<file path="config.mk">
export PLATFORM = sky130hd
export DESIGN_NAME = rr_demux_sched_flat
export DESIGN_NICKNAME = d
export VERILOG_FILES = /design/src/rtl/rr_demux_sched_if.sv /design/src/rtl/rr_demux_sched.sv /design/src/flat_wrapper.sv
export SDC_FILE = /design/constraint.sdc
export NUM_CORES = 1
export LEC_CHECK = 0
export ABC_AREA = 0
export BUFFER_PORTS_ARGS = -buffer_cell sky130_fd_sc_hd__buf_2
export CELL_PAD_IN_SITES_DETAIL_PLACEMENT = 2
export CELL_PAD_IN_SITES_GLOBAL_PLACEMENT = 2
export CORE_MARGIN = 2
export CORE_UTILIZATION = 35
export CTS_CLUSTER_SIZE = 16
export DETAILED_ROUTE_END_ITERATION = 10
export PLACE_DENSITY_LB_ADDON = 0.25
export SLEW_MARGIN = 0
export SYNTH_ARGS = -nofsm -noshare
export SYNTH_HDL_FRONTEND = slang
export SYNTH_SLANG_ARGS = --single-unit
export TNS_END_PERCENT = 100
</file>
<file path="constraint.sdc">
create_clock -name clk -period 3.7 [get_ports clk]
set_clock_uncertainty 0.1 [all_clocks]
set_input_delay 0.74 -clock clk [delete_from_list [all_inputs] [get_ports clk]]
set_output_delay 0.74 -clock clk [all_outputs]
set_load 0.01 [all_outputs]
</file>
<file path="src/rtl/rr_demux_sched_if.sv">
// Handshake bundle between one producer, the round-robin scheduler and four sinks.
// The slave modport is the scheduler's view; the master modport is the environment's view.
interface rr_demux_sched_if #(
  parameter int DATA_WIDTH = 8
);
  logic [3:0]            en;
  logic                  in_valid;
  logic [DATA_WIDTH-1:0] in_data;
  logic                  in_ready;
  logic [3:0]            out_ready;
  logic [3:0]            out_valid;
  logic [DATA_WIDTH-1:0] out_data;
  logic [1:0]            sel;
  logic                  burst_done;
  logic                  timeout;

  modport slave (
    input  en, in_valid, in_data, out_ready,
    output in_ready, out_valid, out_data, sel, burst_done, timeout
  );

  modport master (
    output en, in_valid, in_data, out_ready,
    input  in_ready, out_valid, out_data, sel, burst_done, timeout
  );
endinterface

</file>
<file path="src/rtl/rr_demux_sched.sv">
// Round-robin scheduler sharing one valid/ready stream across four sinks in bursts,
// with a per-grant stall timeout and a dead HOP cycle between grants.
module rr_demux_sched #(
  parameter int DATA_WIDTH = 8,
  parameter int BURST_LEN  = 4,
  parameter int TIMEOUT    = 16
) (
  input  logic               clk,
  input  logic               rst_n,
  rr_demux_sched_if.slave    bus
);

  localparam logic [1:0] S_IDLE = 2'd0;
  localparam logic [1:0] S_SEND = 2'd1;
  localparam logic [1:0] S_HOP  = 2'd2;

  localparam logic [7:0] BEAT_LAST = 8'(BURST_LEN - 1);
  localparam logic [7:0] WAIT_LAST = 8'(TIMEOUT - 1);
  localparam bit         TO_ON     = (TIMEOUT != 0);

  logic [1:0] state_q, state_d;
  logic [1:0] sel_q, sel_d;
  logic [7:0] beat_cnt_q, beat_cnt_d;
  logic [7:0] wait_cnt_q, wait_cnt_d;
  logic       burst_done_q, burst_done_d;
  logic       timeout_q, timeout_d;

  logic [3:0] out_valid_w;
  logic       in_ready_w;
  logic       xfer_w;

  // First enabled index scanning start, start+1, ... (mod 4); lowest offset wins.
  function automatic logic [1:0] first_en(input logic [3:0] mask, input logic [1:0] start);
    logic [1:0] idx;
    first_en = start;
    for (int k = 3; k >= 0; k--) begin
      idx = start + 2'(k);
      if (mask[idx]) first_en = idx;
    end
  endfunction

  always_comb begin
    state_d      = state_q;
    sel_d        = sel_q;
    beat_cnt_d   = beat_cnt_q;
    wait_cnt_d   = wait_cnt_q;
    burst_done_d = 1'b0;
    timeout_d    = 1'b0;
    out_valid_w  = 4'b0000;
    in_ready_w   = 1'b0;
    xfer_w       = 1'b0;

    case (state_q)
      S_IDLE: begin
        if (|bus.en) begin
          sel_d      = first_en(bus.en, sel_q);
          beat_cnt_d = 8'd0;
          wait_cnt_d = 8'd0;
          state_d    = S_SEND;
        end
      end

      S_SEND: begin
        out_valid_w[sel_q] = bus.in_valid & bus.en[sel_q];
        in_ready_w         = bus.out_ready[sel_q] & bus.en[sel_q];
        xfer_w             = bus.in_valid & in_ready_w;
        // A disabled grant wins over everything, including a would-be final beat.
        if (!bus.en[sel_q]) begin
          state_d = S_HOP;
        end else if (xfer_w) begin
          if (beat_cnt_q == BEAT_LAST) begin
            state_d      = S_HOP;
            burst_done_d = 1'b1;
          end else begin
            beat_cnt_d = beat_cnt_q + 8'd1;
            wait_cnt_d = 8'd0;
          end
        end else if (bus.in_valid && !bus.out_ready[sel_q] && TO_ON) begin
          if (wait_cnt_q == WAIT_LAST) begin
            state_d   = S_HOP;
            timeout_d = 1'b1;
          end else begin
            wait_cnt_d = wait_cnt_q + 8'd1;
          end
        end
      end

      S_HOP: begin
        if (bus.en == 4'b0000) begin
          state_d = S_IDLE;
        end else begin
          // Current index is scanned last so the other sinks get their turn first.
          sel_d      = first_en(bus.en, sel_q + 2'd1);
          beat_cnt_d = 8'd0;
          wait_cnt_d = 8'd0;
          state_d    = S_SEND;
        end
      end

      default: state_d = S_IDLE;
    endcase
  end

  always_ff @(posedge clk or negedge rst_n) begin
    if (!rst_n) begin
      state_q      <= S_IDLE;
      sel_q        <= 2'd0;
      beat_cnt_q   <= 8'd0;
      wait_cnt_q   <= 8'd0;
      burst_done_q <= 1'b0;
      timeout_q    <= 1'b0;
    end else begin
      state_q      <= state_d;
      sel_q        <= sel_d;
      beat_cnt_q   <= beat_cnt_d;
      wait_cnt_q   <= wait_cnt_d;
      burst_done_q <= burst_done_d;
      timeout_q    <= timeout_d;
    end
  end

  assign bus.out_valid  = out_valid_w;
  assign bus.in_ready   = in_ready_w;
  assign bus.out_data   = DATA_WIDTH'(bus.in_data);
  assign bus.sel        = sel_q;
  assign bus.burst_done = burst_done_q;
  assign bus.timeout    = timeout_q;

endmodule

</file>
<file path="src/flat_wrapper.sv">
// flat-port wrapper written by rule: the top's interface ports become plain ports
module rr_demux_sched_flat 
#(
  parameter int DATA_WIDTH = 8,
  parameter int BURST_LEN  = 4,
  parameter int TIMEOUT    = 16
)
  (clk, rst_n, bus_en, bus_in_valid, bus_in_data, bus_out_ready, bus_in_ready, bus_out_valid, bus_out_data, bus_sel, bus_burst_done, bus_timeout);
  rr_demux_sched_if #(.DATA_WIDTH(DATA_WIDTH)) bus_i ();
  input  logic clk;
  input  logic rst_n;
  input wire logic [$bits(bus_i.en)-1:0] bus_en;
  input wire logic [$bits(bus_i.in_valid)-1:0] bus_in_valid;
  input wire logic [$bits(bus_i.in_data)-1:0] bus_in_data;
  input wire logic [$bits(bus_i.out_ready)-1:0] bus_out_ready;
  output wire logic [$bits(bus_i.in_ready)-1:0] bus_in_ready;
  output wire logic [$bits(bus_i.out_valid)-1:0] bus_out_valid;
  output wire logic [$bits(bus_i.out_data)-1:0] bus_out_data;
  output wire logic [$bits(bus_i.sel)-1:0] bus_sel;
  output wire logic [$bits(bus_i.burst_done)-1:0] bus_burst_done;
  output wire logic [$bits(bus_i.timeout)-1:0] bus_timeout;
  assign bus_i.en = bus_en;
  assign bus_i.in_valid = bus_in_valid;
  assign bus_i.in_data = bus_in_data;
  assign bus_i.out_ready = bus_out_ready;
  assign bus_in_ready = bus_i.in_ready;
  assign bus_out_valid = bus_i.out_valid;
  assign bus_out_data = bus_i.out_data;
  assign bus_sel = bus_i.sel;
  assign bus_burst_done = bus_i.burst_done;
  assign bus_timeout = bus_i.timeout;
  rr_demux_sched #(.DATA_WIDTH(DATA_WIDTH), .BURST_LEN(BURST_LEN), .TIMEOUT(TIMEOUT)) u_core (.clk(clk), .rst_n(rst_n), .bus(bus_i));
endmodule
</file>
==> results of run 1 <==
-- power by group --
part           switching, mW  leakage, nW  total [mW]  internal (mW)
clock                 0.0757       0.0216       0.148         0.0727
combinational          0.446        0.502       0.713          0.268
sequential            0.0901        0.297       0.368          0.278
-- flip-flops by register name (all words and copies together), names as in the netlist --
| signal | flops |
|---|---|
| u_core.bus.sel | 2 |
| u_core.wait_cnt_q | 8 |
| u_core.state_q | 2 |
| u_core.bus.timeout | 1 |
| u_core.beat_cnt_q | 8 |
| u_core.bus.burst_done | 1 |
-- synthesized netlist by cell type (2+ instances only) --
cell	n	share of area, %
a211oi_1	2	0.86
a21o_1	2	0.86
a21oi_1	8	2.3
a22oi_1	2	0.86
a2bb2oi_1	2	1.0
a31oi_1	3	1.1
and3_1	7	2.5
buf_2	5	1.4
buf_4	9	3.9
clkbuf_1	2	0.43
dfrtp_1	22	31
ha_1	6	4.3
inv_1	8	1.7
mux2_2	2	1.3
mux2i_1	6	3.4
mux4_2	4	5.2
nand2_1	22	4.7
nand2b_1	5	1.8
nand3_1	13	3.7
nand4_1	3	1.1
nor2_1	13	2.8
nor2b_1	4	1.4
nor4_1	4	1.4
o21ai_0	9	2.6
o21ai_1	2	0.57
o31ai_1	8	3.4
or4_1	7	3.0
-- logic make-up (layout without fill, tap and decap cells) --
kind of cell               count (synthesis)  count (layout)
and+or+nand+nor                           84              84
AOI/OAI and AO/OA                         48              48
buffers and inverters                     26              32
DFF                                       22              22
muxes                                     12              12
adders and majority gates                  6               6
xor gates and xnor gates                   1               1
-- area by class of cell --
| type | instances | share of cell area, % |
|---|---|---|
| multi-input cells | 151 | 56.33 |
| flip-flops and latches | 22 | 29.47 |
| repair buffers | 21 | 5.894 |
| well taps | 67 | 4.488 |
| clock buffers | 3 | 2.210 |
| inverters | 8 | 1.608 |
-- final timing paths --
| kind | from | to | slack (ns) | cells after the start |
|---|---|---|---|---|
| min in group clk | u_core.beat_cnt_q[0] | u_core.beat_cnt_q[0] | 0.45 | 1 |
| max in group asynchronous | rst_n | u_core.bus.sel[1] | 2.82 | 1 |
| max reg2reg | u_core.bus.sel[0] | u_core.bus.sel[1] | 0.90 | 5 |
| min | rst_n | u_core.beat_cnt_q[4] | 0.34 | 1 |
| max | u_core.bus.sel[0] | bus_out_valid[2] | 0.45 | 4 |
| min reg2reg | u_core.beat_cnt_q[0] | u_core.beat_cnt_q[0] | 0.45 | 1 |
-- worst reg2reg max path, stage by stage, from the launching register on --
cell and delay [ns]:
dfrtp_1 0.77, inv_1 0.20, ha_1 0.55, mux4_2 0.57
or3_1 0.37, a31oi_1 0.17
-- per-layer routing --
| metal | GRT usage [%] | vias to the layer above |
|---|---|---|
| li1 | - | 742 |
| met1 | 25.27 | 784 |
| met2 | 31.66 | 29 |
| met3 | 3.614 | 6 |
| met4 | 4.167 | 0 |
| met5 | 0 | - |
==> impl_summary.log, run 1 <==
INFO  metric outcome = completed
INFO  metric adder_and_majority_gate_portion_of_the_synthesized_area = 4.292%
INFO  metric post_layout_worst_setup_margin = 0.4548 ns
INFO  metric synthesis.nets = 224
INFO  metric antenna_left = 0
INFO  metric timing.critical_path.arrival = 2.41 ns
INFO  metric drt_pass_1_iters = 4
INFO  metric number_of_synthesized_flops_with_an_enable_pin = 0
INFO  metric detailroute.wirelength.met2 = 2498 um
INFO  metric die_width = ~75 um
INFO  metric setup.worst_path.class = reg -> out
INFO  metric cts.reportedPaths.clkPinSlew = roughly 0.08 ns
INFO  metric grt_antenna_before_repair = 0
INFO  metric drt_iter0_drc = 46
INFO  metric number_of_buffers_inserted_during_clock_tree_synthesis = 3
INFO  metric rsz0062_at_grt = no
INFO  metric fill_cells = ~570
INFO  metric seq_total_area_yosys = a little under a third
INFO  metric place_worst_setup_slack = slightly below 0.7 ns
INFO  metric placed_cell_area = 0.001827 mm2
INFO  metric die_area = 0.005579 mm2
INFO  metric end_of_flow_core_utilization = 39.03%
INFO  metric grt_overflow = 0
INFO  metric clock.fmax = 308.2 MHz
INFO  metric finish.cell_count_without_fillers = 272
INFO  metric std_cell_rows = 25
INFO  metric total_leakage_power = 0.8205 nW
INFO  metric route.detailed.vias_per_inst = roughly 5.7
INFO  metric timing.final.max_slew_violations = 0
INFO  metric required_time_reported_for_the_critical_path_endpoint = ~2.9 ns
INFO  metric cts_setup_buffers = 0
INFO  metric syn_avg_cell_area = 8.790 um2
INFO  metric core_footprint = around 0.0048 mm2
INFO  metric combinational_family_with_the_most_area_after_synthesis = simple AND/OR/NAND/NOR gates
INFO  metric floorplan.die.height = 74.70 um
INFO  metric p_per_area = around 660 mW/mm2
INFO  metric critical_path.cell_chain = mux4_2 -> and2_1 -> and3_1 -> buf_2
INFO  metric syn_area = 0.001749 mm2
INFO  metric cts_root_buffer = clkbuf_8
INFO  metric post_cts_resized = 0
INFO  metric ys_async_sr_fraction = 100.0%
INFO  metric synth-simple-area-share = approximately 26%
INFO  metric place_congestion = 0.7967
INFO  metric timing.final.crit_period = 3.245 ns
INFO  metric synthToLayoutAreaGrowth = 6.795%
INFO  metric drive_gt1_share = 17.56%
INFO  metric grt_start_max_net_pins = 23
INFO  metric post_synthesis_share_of_cell_area_spent_on_xor_and_xnor_gates = 0.5007%
INFO  metric critical_path.endpoint_type = primary output
INFO  metric ys_ff_latch = 22
INFO  metric h-tree-depth = 1
INFO  metric whs = 0.3382 ns
INFO  metric vias = 1561
INFO  metric track_usage = 18.83%
INFO  metric detail_route.wirelength = 4968 um
INFO  metric fin_area = around 0.0019 mm2
INFO  metric initial_core_util = 36.55%
INFO  metric route.detailed.wl_per_inst = about 18 um
INFO  metric route.top_layer_used = met4
INFO  metric wl_met1 = 2284 um
INFO  metric synth.distinct_cells = 46
INFO  metric nets = ~230
INFO  metric clockBufferDepth = 2
INFO  metric synth-compound-area-share = 19.81%
INFO  metric tightest_slew = 0.7002 ns
INFO  metric worst_hold_path_type = in -> async
INFO  metric final_antenna_diode_count = 0
INFO  metric final-hold-violation-count = 0
INFO  metric clk-insertion-delay-late = 0.26 ns
INFO  metric critical_path.top_delay_family = flip-flops
INFO  metric cts_tree = yes
INFO  metric post-place-cells = 269
INFO  metric seq_area = 550.5 um2
INFO  metric via_count_of_the_first_global_routing_pass = approximately 1600
INFO  metric library_cell_contributing_the_largest_single_delay_on_the_critical_path = dfrtp_1
INFO  metric design.portCount = 36
INFO  metric hpwl = 3848 um
INFO  metric post-route-period-util = just under 90%
INFO  metric grt_first_pass_wirelength = approximately 8000 um
INFO  metric io_buffers = 19
INFO  metric synth_ff_type = dfrtp_1
INFO  metric postCtsHoldBufs = 0
INFO  metric met3_wirelength = 143 um
INFO  metric power.total = 1.229 mW
INFO  metric endpoints_failing_setup = 0
INFO  metric remaining_drc_errors = 0
INFO  metric multi_input_comb_area = around 0.0011 mm2
INFO  metric worst_ir_drop_vdd = 0.2571 mV
INFO  metric synth.mux.area_fraction = 9.871%
INFO  metric synthesis.yosys.warnings = 0
INFO  metric largest_fanout_on_the_critical_path = 16
INFO  metric slowest_delay = roughly 0.77 ns
INFO  metric startpoint_type = flip-flop
INFO  metric setup_tns = 0 ns
INFO  metric cts_sinks = 22
INFO  metric maxCapViolCount = 0
INFO  metric netlist_instances = 199
INFO  metric maxSlewHeadroom = 53.24%
INFO  metric final_cell_mix = 22 x nand2_1, 22 x dfrtp_1, 19 x buf_2, 13 x nor2_1, 13 x nand3_1
INFO  metric crit_path_buf_inv_count = 1
Note: power is estimated with default switching activity, not from simulation.
==> run 2: changes to the inputs <==
CORE_ASPECT_RATIO = 0.75   (was default)
==> run 2 against run 1 <==
Net effect: non-clock buffer count unchanged; critical path depth unchanged; core utilization about the same; via count increased by 0.58%; clock power up 59%; clock-buffer cell count did not move; routed wire length is 10% higher; sequential share of layout area down 0.33 points; hold slack lost 0.015 ns; fmax decreased by 1.7%; register-to-register slack hardly changed; final cell count decreased by 2.2%; critical endpoint is now bus_out_valid[1]; largest cell class unchanged.
==> impl_summary.log, run 2 (synthesis gave the netlist of run 1 again) <==
INFO  metric outcome = completed (unchanged)
INFO  metric critical_path.cell_chain = mux4_2 -> and2_1 -> and3_1 -> buf_2 (unchanged)
INFO  metric cts_sinks = 22 (unchanged)
INFO  metric timing.rr.start = u_core.bus.sel[0] (unchanged)
INFO  metric antenna_left = 0 (unchanged)
INFO  metric timing.critical_path.arrival = 2.46 ns (was 2.41 ns)
INFO  metric drt_iter0_drc = 53 (was 46)
INFO  metric hpwl = 3972 um (was 3848 um)
INFO  metric library_cell_contributing_the_largest_single_delay_on_the_critical_path = dfrtp_1 (unchanged)
INFO  metric vias = 1570 (was 1561)
INFO  metric fill_cells = 566 (was 568)
INFO  metric maxCapViolCount = 0 (unchanged)
INFO  metric clock.fmax = 302.9 MHz (was 308.2 MHz)
INFO  metric route.detailed.vias_per_inst = 5.902 (was 5.739)
INFO  metric drt_pass_1_iters = 4 (unchanged)
INFO  metric worst_hold_path_type = in -> async (unchanged)
INFO  metric place_congestion = 0.8818 (was 0.7967)
INFO  metric maxSlewHeadroom = 53.17% (was 53.24%)
INFO  metric nets = 232 (unchanged)
INFO  metric die_area = 0.005585 mm2 (was 0.005579 mm2)
INFO  metric power.total = 1.338 mW (was 1.229 mW)
INFO  metric remaining_drc_errors = 0 (unchanged)
INFO  metric io_buffers = 19 (unchanged)
INFO  metric postCtsHoldBufs = 0 (unchanged)
INFO  metric post_cts_resized = 0 (unchanged)
INFO  metric clk-insertion-delay-late = 0.28 ns (was 0.26 ns)
INFO  metric regToRegEndpoint = u_core.bus.sel[1] (unchanged)
INFO  metric final_antenna_diode_count = 0 (unchanged)
INFO  metric setup.worst_path.class = reg -> out (unchanged)
INFO  metric initial_core_util = 36.11% (was 36.55%)
INFO  metric startpoint_type = flip-flop (unchanged)
INFO  metric die_width = 85.63 um (was 74.70 um)
INFO  metric design.portCount = 36 (unchanged)
INFO  metric drive_gt1_share = 17.96% (was 17.56%)
INFO  metric tightest_slew = 0.6978 ns (was 0.7002 ns)
INFO  metric reg.largest.list = u_core.beat_cnt_q (8), u_core.wait_cnt_q (8) (unchanged)
INFO  metric cts_setup_buffers = 0 (unchanged)
INFO  metric largest_fanout_on_the_critical_path = 16 (unchanged)
INFO  metric slowest_delay = 0.78 ns (was 0.77 ns)
INFO  metric total_leakage_power = 0.8347 nW (was 0.8205 nW)
INFO  metric cts_tree = yes (unchanged)
INFO  metric track_usage = 20.84% (was 18.83%)
INFO  metric route.detailed.wl_per_inst = 20.55 um (was 18.26 um)
INFO  metric grt_antenna_before_repair = 0 (unchanged)
INFO  metric std_cell_rows = 22 (was 25)
INFO  metric grt_start_max_net_pins = 23 (unchanged)
INFO  metric critical_path.endpoint_type = primary output (unchanged)
INFO  metric detail_route.wirelength = 5466 um (was 4968 um)
INFO  metric setup_tns = 0 ns (unchanged)
INFO  metric cts.reportedPaths.clkPinSlew = 0.09 ns (was 0.08 ns)
INFO  metric endpoints_failing_setup = 0 (unchanged)
INFO  metric final_cell_mix = 22 x nand2_1, 22 x dfrtp_1, 19 x buf_2, 13 x nor2_1, 13 x nand3_1 (unchanged)
INFO  metric rsz0062_at_grt = no (unchanged)
INFO  metric core_footprint = 0.004845 mm2 (was 0.004786 mm2)
INFO  metric via_count_of_the_first_global_routing_pass = 1721 (was 1610)
INFO  metric p_per_area = 708.1 mW/mm2 (was 658.1 mW/mm2)
INFO  metric grt_first_pass_wirelength = 9059 um (was 8004 um)
INFO  metric setup.reg_to_reg.worst_slack = 0.90 ns (about the same)
INFO  metric floorplan.die.height = 65.23 um (was 74.70 um)
INFO  metric timing.final.max_slew_violations = 0 (unchanged)
INFO  metric timing.final.crit_period = 3.302 ns (was 3.245 ns)
INFO  metric worst_ir_drop_vdd = 0.2573 mV (was 0.2571 mV)
INFO  metric number_of_buffers_inserted_during_clock_tree_synthesis = 3 (unchanged)
INFO  metric synthToLayoutAreaGrowth = 8.011% (was 6.795%)
INFO  metric cts_root_buffer = clkbuf_8 (unchanged)
INFO  metric end_of_flow_core_utilization = 39.00% (was 39.03%)
INFO  metric required_time_reported_for_the_critical_path_endpoint = 2.86 ns (about the same)
INFO  metric grt_overflow = 0 (unchanged)
INFO  metric clockBufferDepth = 2 (unchanged)
INFO  metric final-hold-violation-count = 0 (unchanged)
INFO  metric ff_to_ff_path_depth = 5 (unchanged)
INFO  metric h-tree-depth = 1 (unchanged)
INFO  metric post-route-period-util = 89.23% (was 87.71%)
[run 2: layout make-up]
class	count	area [um2]	share of cell area, %
Multi-Input combinational cell	151	1052	55.70
Sequential cell	22	550.5	29.14
Timing Repair Buffer	21	110.1	5.828
Tap cell	60	75.07	3.974
Clock buffer	3	41.29	2.185
Clock inverter	1	30.03	1.589
Inverter	8	30.03	1.589
[run 2: how the worst max path moves through the flow]
stage                 startpoint  cells after the start          endpoint  slack [ns]
3_3_place_gp           bus_en[3]                      5  bus_out_valid[2]        0.77
4_1_cts        u_core.bus.sel[0]                      4  bus_out_valid[1]        0.41
2_1_floorplan          bus_en[3]                      5  bus_out_valid[0]        0.86
3_5_place_dp           bus_en[2]                      5  bus_out_valid[1]        0.68
5_1_grt        u_core.bus.sel[0]                      4  bus_out_valid[1]        0.27
6_report       u_core.bus.sel[0]                      4  bus_out_valid[1]        0.40
[run 2: metal layers]
metal | vias to the layer above | wire length, um | track usage (%)
met4 | 0 | 53 | 5.556
met2 | 26 | 2557 | 34.47
met1 | 792 | 2703 | 28.58
met3 | 10 | 152 | 3.141
li1 | 742 | - | -
met5 | - | 0 | 0
[run 2: power breakdown]
| part | total [mW] | leakage [nW] | switching [mW] | internal (mW) |
|---|---|---|---|---|
| Sequential | 0.369 | 0.297 | 0.0913 | 0.278 |
| Clock | 0.236 | 0.0357 | 0.0914 | 0.145 |
| Combinational | 0.733 | 0.502 | 0.466 | 0.267 |
[run 2: worst max-delay path, delay by kind of cell, from the launching register on]
kind	cells	cell delay, ns
multiplexers	1	0.73
buffers and inverters	1	0.13
flip-flops	1	0.78
AND/OR/NAND/NOR	2	0.53
[run 2: per-stage QoR]
stage / instance area (um2) / cells / hold WS (ns) / worst slack [ns]
detailed placement: 1818 / 262 / 0.4328 / 0.6809
global placement: 1818 / 262 / 0.4238 / 0.7733
CTS: 1889 / 266 / 0.3427 / 0.4089
global route: 1889 / 266 / 0.3618 / 0.2683
finish: 1889 / 266 / 0.3227 / 0.3984
floorplan: 1749 / 199 / 0.3444 / 0.8579
==> run 3: changes to the inputs <==
CORE_UTILIZATION = 33   (was 35)
MAX_ROUTING_LAYER = met4   (was default)
clock period = 3.35 ns   (was 3.7 ns; I/O delays follow)
==> run 3 against run 2 <==
Net effect: sequential power increased by 6.2%; core utilization decreased by 1.2 points; sequential share of layout area fell by 0.096 points; global-route usage increased by 0.62 points; worst setup slack got worse by 0.00059 ns; power up 5.8%; register-to-register slack worse by 0.22 ns; routed wire length is 1.6% higher; combinational power rose by 12%; largest power group unchanged.
==> impl_summary.log, run 3 (synthesis gave the netlist of run 1 again) <==
INFO  metric rsz0062_at_grt = no (unchanged)
INFO  metric grt_antenna_before_repair = 0 (unchanged)
INFO  metric initial_core_util = 34.92% (was 36.11%)
INFO  metric std_cell_rows = 22 (unchanged)
INFO  metric drt_pass_1_iters = 4 (unchanged)
INFO  metric tightest_slew = 0.9166 ns (was 0.6978 ns)
INFO  metric timing.final.max_slew_violations = 0 (unchanged)
INFO  metric final_antenna_diode_count = 0 (unchanged)
INFO  metric placed_cell_area = 0.001841 mm2 (was 0.001818 mm2)
INFO  metric via_count_of_the_first_global_routing_pass = 1750 (was 1721)
INFO  metric largest_fanout_on_the_critical_path = 9 (was 16)
INFO  metric drive_gt1_share = 18.36% (was 17.96%)
INFO  metric grt_start_max_net_pins = 23 (unchanged)
INFO  metric clockBufferDepth = 2 (unchanged)
INFO  metric cts_tree = yes (unchanged)
INFO  metric fin_area = 0.001896 mm2 (was 0.001889 mm2)
INFO  metric critical_path.cell_chain = mux4_2 -> and2_1 -> and3_1 -> buf_2 (unchanged)
INFO  metric nets = 233 (was 232)
INFO  metric grt_first_pass_wirelength = 9321 um (was 9059 um)
INFO  metric floorplan.die.height = 67.05 um (was 65.23 um)
INFO  metric outcome = completed (unchanged)
INFO  metric number_of_buffers_inserted_during_clock_tree_synthesis = 3 (unchanged)
INFO  metric ff_to_ff_path_depth = 6 (was 5)
INFO  metric vias = 1612 (was 1570)
INFO  metric crit_path_buf_inv_count = 1 (unchanged)
INFO  metric track_usage = 21.45% (was 20.84%)
INFO  metric route.detailed.vias_per_inst = 5.778 (was 5.902)
INFO  metric timing.rr.start = u_core.bus.sel[0] (unchanged)
INFO  metric timing.critical_path.arrival = 2.18 ns (was 2.46 ns)
INFO  metric critical_path.top_delay_family = multiplexers (was flip-flops)
INFO  metric die_width = 88.07 um (was 85.63 um)
INFO  metric cts_root_buffer = clkbuf_8 (unchanged)
INFO  metric route.detailed.wl_per_inst = 19.91 um (was 20.55 um)
INFO  metric setup.reg_to_reg.worst_slack = 0.68 ns (was 0.90 ns)
INFO  metric post-route-period-util = between 80% and 90%
INFO  metric cts_sinks = 22 (unchanged)
INFO  metric setup.worst_path.class = reg -> out (unchanged)
INFO  metric p_per_area = 746.5 mW/mm2 (was 708.1 mW/mm2)
INFO  metric post_cts_resized = 0 (unchanged)
INFO  metric hpwl = 4216 um (was 3972 um)
INFO  metric reg.largest.list = u_core.beat_cnt_q (8), u_core.wait_cnt_q (8) (unchanged)
INFO  metric startpoint_type = flip-flop (unchanged)
INFO  metric setup_tns = 0 ns (unchanged)
INFO  metric library_cell_contributing_the_largest_single_delay_on_the_critical_path = mux4_2 (was dfrtp_1)
INFO  metric place_worst_setup_slack = 0.4195 ns (was 0.6809 ns)
INFO  metric antenna_left = 0 (unchanged)
INFO  metric clock.fmax = ~340 MHz
INFO  metric core_footprint = 0.005010 mm2 (was 0.004845 mm2)
INFO  metric slowest_delay = 0.69 ns (was 0.78 ns)
INFO  metric detail_route.wirelength = 5555 um (was 5466 um)
INFO  metric final_cell_mix = 22 x nand2_1, 22 x dfrtp_1, 19 x buf_2, 13 x nor2_1, 13 x nand3_1 (unchanged)
INFO  metric io_buffers = 19 (unchanged)
INFO  metric design.portCount = 36 (unchanged)
INFO  metric timing.final.crit_period = 2.952 ns
INFO  metric worst_ir_drop_vdd = 0.2131 mV (was 0.2573 mV)
INFO  metric h-tree-depth = 1 (unchanged)
INFO  metric end_of_flow_core_utilization = 37.84% (was 39.00%)
INFO  metric maxSlewHeadroom = 38.37% (was 53.17%)
INFO  metric place_congestion = 0.8108 (was 0.8818)
INFO  metric maxCapViolCount = 0 (unchanged)
INFO  metric postCtsHoldBufs = 0 (unchanged)
INFO  metric drt_iter0_drc = 47 (was 53)
INFO  metric required_time_reported_for_the_critical_path_endpoint = 2.58 ns (was 2.86 ns)
INFO  metric worst_hold_path_type = in -> async (unchanged)
INFO  metric final-hold-violation-count = 0 (unchanged)
INFO  metric synthToLayoutAreaGrowth = 8.369% (was 8.011%)
INFO  metric remaining_drc_errors = 0 (unchanged)
INFO  metric die_area = 0.005905 mm2 (was 0.005585 mm2)
INFO  metric critical_path.endpoint_type = primary output (unchanged)
INFO  metric clk-insertion-delay-late = 0.27 ns (was 0.28 ns)
INFO  metric post_layout_worst_setup_margin = 0.3978 ns (was 0.3984 ns)
INFO  metric grt_overflow = 0 (unchanged)
INFO  metric endpoints_failing_setup = 0 (unchanged)
INFO  metric cts.reportedPaths.clkPinSlew = 0.09 ns (about the same)
INFO  metric cts_setup_buffers = 0 (unchanged)
INFO  metric fill_cells = 589 (was 566)
INFO  metric regToRegEndpoint = u_core.bus.sel[1] (unchanged)
INFO  metric total_leakage_power = 0.8326 nW (was 0.8347 nW)
[run 3: cell types whose count changed in the layout (fill, tap and decap cells not counted), sizes merged]
| cell | before | now |
|---|---|---|
| buf | 21 | 22 |
| clkbuf | 3 | 4 |
| bufinv | 1 | 0 |
[run 3: how the worst max path moves through the flow]
stage | startpoint | endpoint | slack (ns) | depth (start not counted)
after floorplan | bus_en[3] | bus_out_valid[0] | 0.65 | 5
after global placement | bus_en[3] | bus_out_valid[1] | 0.51 | 5
after detailed placement | bus_en[1] | u_core.wait_cnt_q[2] | 0.42 | 7
after CTS | u_core.bus.sel[0] | bus_out_valid[2] | 0.39 | 4
after global routing | u_core.bus.sel[0] | bus_out_valid[0] | 0.29 | 4
final | u_core.bus.sel[0] | bus_out_valid[0] | 0.40 | 4
[run 3: layer usage]
| metal | global-route usage (%) | up-vias | share of wire, % |
|---|---|---|---|
| met1 | 28.17 | 823 | 48 |
| met5 | - | - | 0 |
| met2 | 35.23 | 25 | 47 |
| met4 | 4.545 | 0 | 1.5 |
| met3 | 3.470 | 16 | 3.6 |
| li1 | - | 748 | - |
[run 3: power breakdown]
| group | switching, mW | total (mW) | leakage (nW) | internal (mW) |
|---|---|---|---|---|
| logic | 0.522 | 0.823 | 0.507 | 0.301 |
| registers | 0.0853 | 0.392 | 0.297 | 0.307 |
| clock network | 0.0945 | 0.200 | 0.0288 | 0.105 |
| total | 0.702 | 1.42 | 0.833 | 0.713 |
[run 3: cell type report]
type | instances | area (um2) | share of cell area, %
clock buffers | 4 | 55.05 | 2.904
inverters | 8 | 30.03 | 1.584
multi-input cells | 151 | 1052 | 55.51
flip-flops and latches | 22 | 550.5 | 29.04
well taps | 72 | 90.09 | 4.752
repair buffers | 22 | 117.6 | 6.205
[run 3: stage by stage]
step	hold slack [ns]	std cells	total power, mW
2_1_floorplan	0.2744	199	0.9802
3_3_place_gp	0.4338	275	1.143
3_5_place_dp	0.4486	275	1.213
4_1_cts	0.2877	279	1.425
5_1_grt	0.3079	279	1.539
6_report	0.2784	279	1.415
